<file path="src/rtl/simon_says_engine.sv">
// Simon Says game core: LFSR-generated symbol sequence, timed presentation and
// press checking. The sequence is never stored; it is regenerated from the seed.
module simon_says_engine #(
    parameter int unsigned BTN_W      = 2,
    parameter int unsigned CNT_W      = 6,
    parameter int unsigned MAX_LEN    = 63,
    parameter int unsigned SHOW_CYC   = 4,
    parameter int unsigned GAP_CYC    = 2,
    parameter int unsigned TIMEOUT    = 1000,
    parameter logic [15:0] FIXED_SEED = 16'h0000
) (
    input  logic             clk,
    input  logic             rst,
    input  logic             start,
    input  logic [BTN_W-1:0] knapp_comb,
    input  logic             knapp_valid,
    output logic [BTN_W-1:0] show_sym,
    output logic             show_valid,
    output logic             correct_out,
    output logic             fail_out,
    output logic             win_out,
    output logic [CNT_W-1:0] count_out
);

    localparam int unsigned SlotCyc = GAP_CYC + SHOW_CYC;
    localparam int unsigned SlotW   = $clog2(SlotCyc + 1);
    localparam int unsigned TmrW    = (TIMEOUT > 0) ? $clog2(TIMEOUT + 1) : 1;

    localparam logic [SlotW-1:0] GapEnd   = SlotW'(GAP_CYC);
    localparam logic [SlotW-1:0] SlotEnd  = SlotW'(SlotCyc - 1);
    localparam logic [TmrW-1:0]  TmrEnd   = TmrW'((TIMEOUT == 0) ? 0 : TIMEOUT - 1);
    localparam logic [CNT_W-1:0] MaxLen   = CNT_W'(MAX_LEN);
    localparam logic [CNT_W-1:0] CntOne   = CNT_W'(1);
    localparam logic [15:0]      LfsrInit = 16'hACE1;
    localparam logic [15:0]      LfsrTaps = 16'hB400;

    typedef enum logic [2:0] {StIdle, StShow, StInput, StFail, StWin} state_e;

    function automatic logic [15:0] lfsr_step(input logic [15:0] v);
        return (v >> 1) ^ (v[0] ? LfsrTaps : 16'h0000);
    endfunction

    state_e           state_q;
    logic [15:0]      free_q;
    logic [15:0]      seed_q;
    logic [15:0]      rep_q;
    logic [CNT_W-1:0] level_q;
    logic [CNT_W-1:0] idx_q;
    logic [SlotW-1:0] slot_q;
    logic [TmrW-1:0]  tmr_q;

    logic [15:0]      seed_now;
    logic [SlotW-1:0] slot_inc;
    logic             last_idx;

    assign seed_now = (FIXED_SEED != 16'h0000) ? FIXED_SEED : free_q;
    assign slot_inc = slot_q + SlotW'(1);
    assign last_idx = (idx_q == level_q - CntOne);

    always_ff @(posedge clk) begin
        if (rst) begin
            free_q <= LfsrInit;
        end else begin
            free_q <= lfsr_step(free_q);
        end
    end

    always_ff @(posedge clk) begin
        if (rst) begin
            state_q     <= StIdle;
            seed_q      <= 16'h0000;
            rep_q       <= 16'h0000;
            level_q     <= '0;
            idx_q       <= '0;
            slot_q      <= '0;
            tmr_q       <= '0;
            show_sym    <= '0;
            show_valid  <= 1'b0;
            correct_out <= 1'b0;
            fail_out    <= 1'b0;
            win_out     <= 1'b0;
            count_out   <= '0;
        end else begin
            correct_out <= 1'b0;
            show_valid  <= 1'b0;
            show_sym    <= '0;
            // start overrides everything, including a press in the same cycle
            if (start) begin
                state_q   <= StShow;
                seed_q    <= seed_now;
                rep_q     <= seed_now;
                level_q   <= CntOne;
                idx_q     <= '0;
                slot_q    <= '0;
                tmr_q     <= '0;
                fail_out  <= 1'b0;
                win_out   <= 1'b0;
                count_out <= '0;
            end else begin
                unique case (state_q)
                    StShow: begin
                        if (slot_q == SlotEnd) begin
                            slot_q <= '0;
                            if (last_idx) begin
                                state_q <= StInput;
                                idx_q   <= '0;
                                rep_q   <= seed_q;
                                tmr_q   <= '0;
                            end else begin
                                idx_q <= idx_q + CntOne;
                                rep_q <= lfsr_step(rep_q);
                            end
                        end else begin
                            slot_q <= slot_inc;
                            if (slot_inc >= GapEnd) begin
                                show_valid <= 1'b1;
                                show_sym   <= rep_q[BTN_W-1:0];
                            end
                        end
                    end
                    StInput: begin
                        if (knapp_valid) begin
                            tmr_q <= '0;
                            if (knapp_comb == rep_q[BTN_W-1:0]) begin
                                if (last_idx) begin
                                    correct_out <= 1'b1;
                                    count_out   <= level_q;
                                    if (level_q == MaxLen) begin
                                        state_q <= StWin;
                                        win_out <= 1'b1;
                                    end else begin
                                        state_q <= StShow;
                                        level_q <= level_q + CntOne;
                                        idx_q   <= '0;
                                        slot_q  <= '0;
                                        rep_q   <= seed_q;
                                    end
                                end else begin
                                    idx_q <= idx_q + CntOne;
                                    rep_q <= lfsr_step(rep_q);
                                end
                            end else begin
                                state_q  <= StFail;
                                fail_out <= 1'b1;
                            end
                        end else if (TIMEOUT != 0) begin
                            if (tmr_q == TmrEnd) begin
                                state_q  <= StFail;
                                fail_out <= 1'b1;
                            end else begin
                                tmr_q <= tmr_q + TmrW'(1);
                            end
                        end
                    end
                    default: begin
                        // IDLE, FAIL and WIN hold their flags until start
                    end
                endcase
            end
        end
    end

endmodule
</file>
<file path="config.mk">
export PLATFORM = sky130hd
export DESIGN_NAME = simon_says_engine
export DESIGN_NICKNAME = d
export VERILOG_FILES = /design/src/rtl/simon_says_engine.sv
export SDC_FILE = /design/constraint.sdc
export NUM_CORES = 1
export LEC_CHECK = 0
export ABC_AREA = 1
export CAP_MARGIN = 20
export CORE_ASPECT_RATIO = 1.5
export CORE_UTILIZATION = 45
export DETAILED_ROUTE_END_ITERATION = 6
export GPL_TIMING_DRIVEN = 0
export SLEW_MARGIN = 25
export SYNTH_ARGS = -nofsm -noshare
export SYNTH_HDL_FRONTEND = slang
export SYNTH_SLANG_ARGS = --single-unit
</file>
<file path="constraint.sdc">
create_clock -name clk -period 1.9 [get_ports clk]
set_input_delay 0.19 -clock clk [delete_from_list [all_inputs] [get_ports clk]]
set_output_delay 0.19 -clock clk [all_outputs]
set_load 0.005 [all_outputs]
</file>
==> metrics.txt <==
status=complete, but fails checks; failing checks=negative setup slack; Syn Nets=618; Max Cap Viol=0; Initial DRT Pass Iterations=4; Synth Instances=606; Post-synth ARST share=0; PnR worst setup slack=-0.1723 ns; Initial Util=0.4695; via count=3,807; GRT Util Overall=0.2210; hold_sp=knapp_valid; die width=80.83 um; vias in the first global route=3,469; CTS tree=built; worst slew pin tran=0.8653 ns; PortBufs=14; worst-path cell with the longest stage delay=dfxtp_4; final cycle utilization of the critical path=1.091; relative slew slack=0.4210; DP HPWL=7131 um; hold path endpoint=tmr_q[7]; synthesized cell area=4194 sq um; worst-path cell chain=buf_4 -> nor2_2 -> nand3_1 -> nor2_2 -> xor2_2 -> nand2_4 -> nand2_1 -> nand2_4 -> buf_6 -> o21ai_1 -> a21oi_1; crit end category=flop; Primary FF master, synth=dfxtp_1; hold_ws=0.2518 ns; Die Y=120.2 um; Worst Path Max Fanout=10; GPL Wtd Cong=0.8164; area growth from synthesis to layout=22.26%; Synth top area share=0.4200; Worst R2R Start=level_q[1]; # DRC=0; share of cells above drive strength 1=0.1613; area leader, netlist=dfxtp_1; CTS Buf Count=9; CP arrival=2.31 ns; grt total ovfl=0; startpoint type of the worst setup path=flop; clock buffer depth=2; final setup violation count=50; Avg WL per Cell=13.36 um; total power density per cell area=834.3 nW/um^2; wirelength, routed=10,170 um; DRT iter0 DRCs=160; final core area utilization=0.5740; worst IR drop on VDD=0.0005762 V; Layout Nets=658; global-route wire length before repair=16,230 um; WP data required=2.14 ns; final critical-path required period=2.072 ns; Slew Viols, Final=0; drt via density=5.003; CTS Sinks=88; ant diodes=0; CTS H-tree depth=3; initial antenna violation count=0; Die Footprint=9718 sq um; Max Clock Freq=0.4826 GHz; CTS Root Cell=clkbuf_16; clock skew=0.006344 ns; synth top area cells=dfxtp_1, nand2_1, nor2_1; filler cell count in the final layout=845; critical path type=flop to flop; Clock transition at path regs=0.07 ns; Pleak=2.196 nW; Synth Area per Inst=6.921 sq um; Yosys reg bits=88; flop-to-flop setup slack=-0.17 ns; R2R depth=11; largest net degree at the start of global routing=17; post-synthesis cell type count=36; sequential area share after synthesis=0.4200; reg-to-reg endpoint=tmr_q[3]; Hold Vio Cnt, Final=0; unrepaired setup endpoints after global routing=true; clock latency on the worst-skew pair=0.35 ns; num rows=42; yosys warns=0; area of the core=8934 sq um; IO Pins=18; Hold Path Class=primary input to flop; Antenna Nets Post-Route=0; Post-synth EDFFs=0; hold depth=4; Max stage delay on crit path=0.35 ns
state kept, by name, summed over array words and instances (netlist names):
name         count
win_out          1
show_sym         2
state_q          3
slot_q           3
tmr_q           10
fail_out         1
idx_q            6
free_q          16
show_valid       1
rep_q           16
count_out        6
level_q          6
seed_q          16
correct_out      1
final cells by class:
type | instances | area, sq um | share of cell area
Multi-Input combinational cell | 430 | 2205 | 0.4300
Sequential cell | 88 | 1769 | 0.3450
Timing Repair Buffer | 29 | 299.0 | 0.05832
Inverter | 65 | 262.8 | 0.05124
Clock buffer | 9 | 225.2 | 0.04392
Buffer | 23 | 148.9 | 0.02904
Tap cell | 110 | 137.6 | 0.02684
Clock inverter | 7 | 80.08 | 0.01562
through the flow:
stage	std cells	setup TNS, ns	instance area (sq um)	total power [W]	worst slack, ns
2_1_floorplan	606	0	4223	0.002315	0.006518
3_3_place_gp	730	-8.681	4501	0.002416	-0.2970
3_5_place_dp	730	-9.459	4501	0.002422	-0.3042
4_1_cts	755	-4.904	4940	0.004250	-0.1678
5_1_grt	761	-13.59	5127	0.004443	-0.3249
6_report	761	-4.957	5127	0.004278	-0.1723
report_power, final:
group | total, W | internal [W] | switching, W
Combinational | 0.000497 | 0.000197 | 0.000300
Clock | 0.00182 | 0.00103 | 0.000786
Sequential | 0.00196 | 0.00192 | 0.0000440
worst max-delay path, delay by kind of cell (launching register included):
family / cells / cell delay (ns)
compound gates: 2 / 0.22
xor+xnor: 1 / 0.31
buf+inv: 2 / 0.30
flops: 1 / 0.35
simple gates: 6 / 0.79
layout by cell type (no fill, tap or decap), types with 3 or more instances in the layout:
master / count
a21oi_1: 43
a21oi_2: 4
buf_4: 13
buf_6: 5
buf_8: 3
clkbuf_1: 12
clkbuf_16: 11
clkdlybuf4s50_1: 14
clkinv_4: 3
clkinvlp_4: 3
dfxtp_1: 86
ha_1: 5
inv_1: 52
inv_2: 7
inv_4: 4
nand2_1: 155
nand2_2: 11
nand2_4: 5
nand3_1: 34
nand3_2: 4
nand3_4: 3
nand3b_1: 3
nand4_1: 7
nor2_1: 84
nor2_2: 3
nor2_4: 3
nor3_1: 8
nor4_1: 3
o21ai_0: 14
o21ai_1: 7
or2_2: 8
xnor2_1: 8
xor2_1: 6
kinds of logic after synthesis:
logic type,count (synthesis),share of synthesized area
AO/OA/AOI/OAI,74,0.09278
XOR/XNOR,15,0.03312
flip-flops,88,0.4200
buffers and inverters,88,0.08801
AND/OR/NAND/NOR,335,0.3482
adder cells (fa/ha/maj),6,0.01790
per-layer routing:
metal,part of all wire,GRT usage
met2,0.53,0.3944
met5,0,0
met1,0.42,0.2402
met4,0.032,0.1328
met3,0.017,0.02943
cells in the mapped netlist (4+ instances only):
cell type,number
nand2_1,168
dfxtp_1,88
nor2_1,84
inv_1,55
a21oi_1,47
nand3_1,37
o21ai_0,17
clkbuf_1,12
inv_2,10
nor3_1,8
or2_2,8
xnor2_1,8
nand4_1,7
ha_1,6
o21ai_1,6
xor2_1,6
buf_2,4
nor2_2,4
repair_timing:
item                       in CTS  in global routing
setup endpoints to repair      50                 52
pin swaps                       7                  8
buffers inserted                9                  4
resized for setup              21                 31
hold buffers                    0                  0
gates cloned                    0                  2
how the worst max path moves through the flow:
stage,end,from,slack (ns),cells past startpoint
detailed placement,rep_q[9],level_q[0],-0.30,15
finish,tmr_q[3],level_q[1],-0.17,11
global route,rep_q[9],level_q[0],-0.32,15
CTS,level_q[0],level_q[1],-0.17,15
global placement,rep_q[9],level_q[0],-0.30,15
floorplan,rep_q[11],level_q[0],0.007,15
No activity file was read; power rests on OpenSTA's default activity.
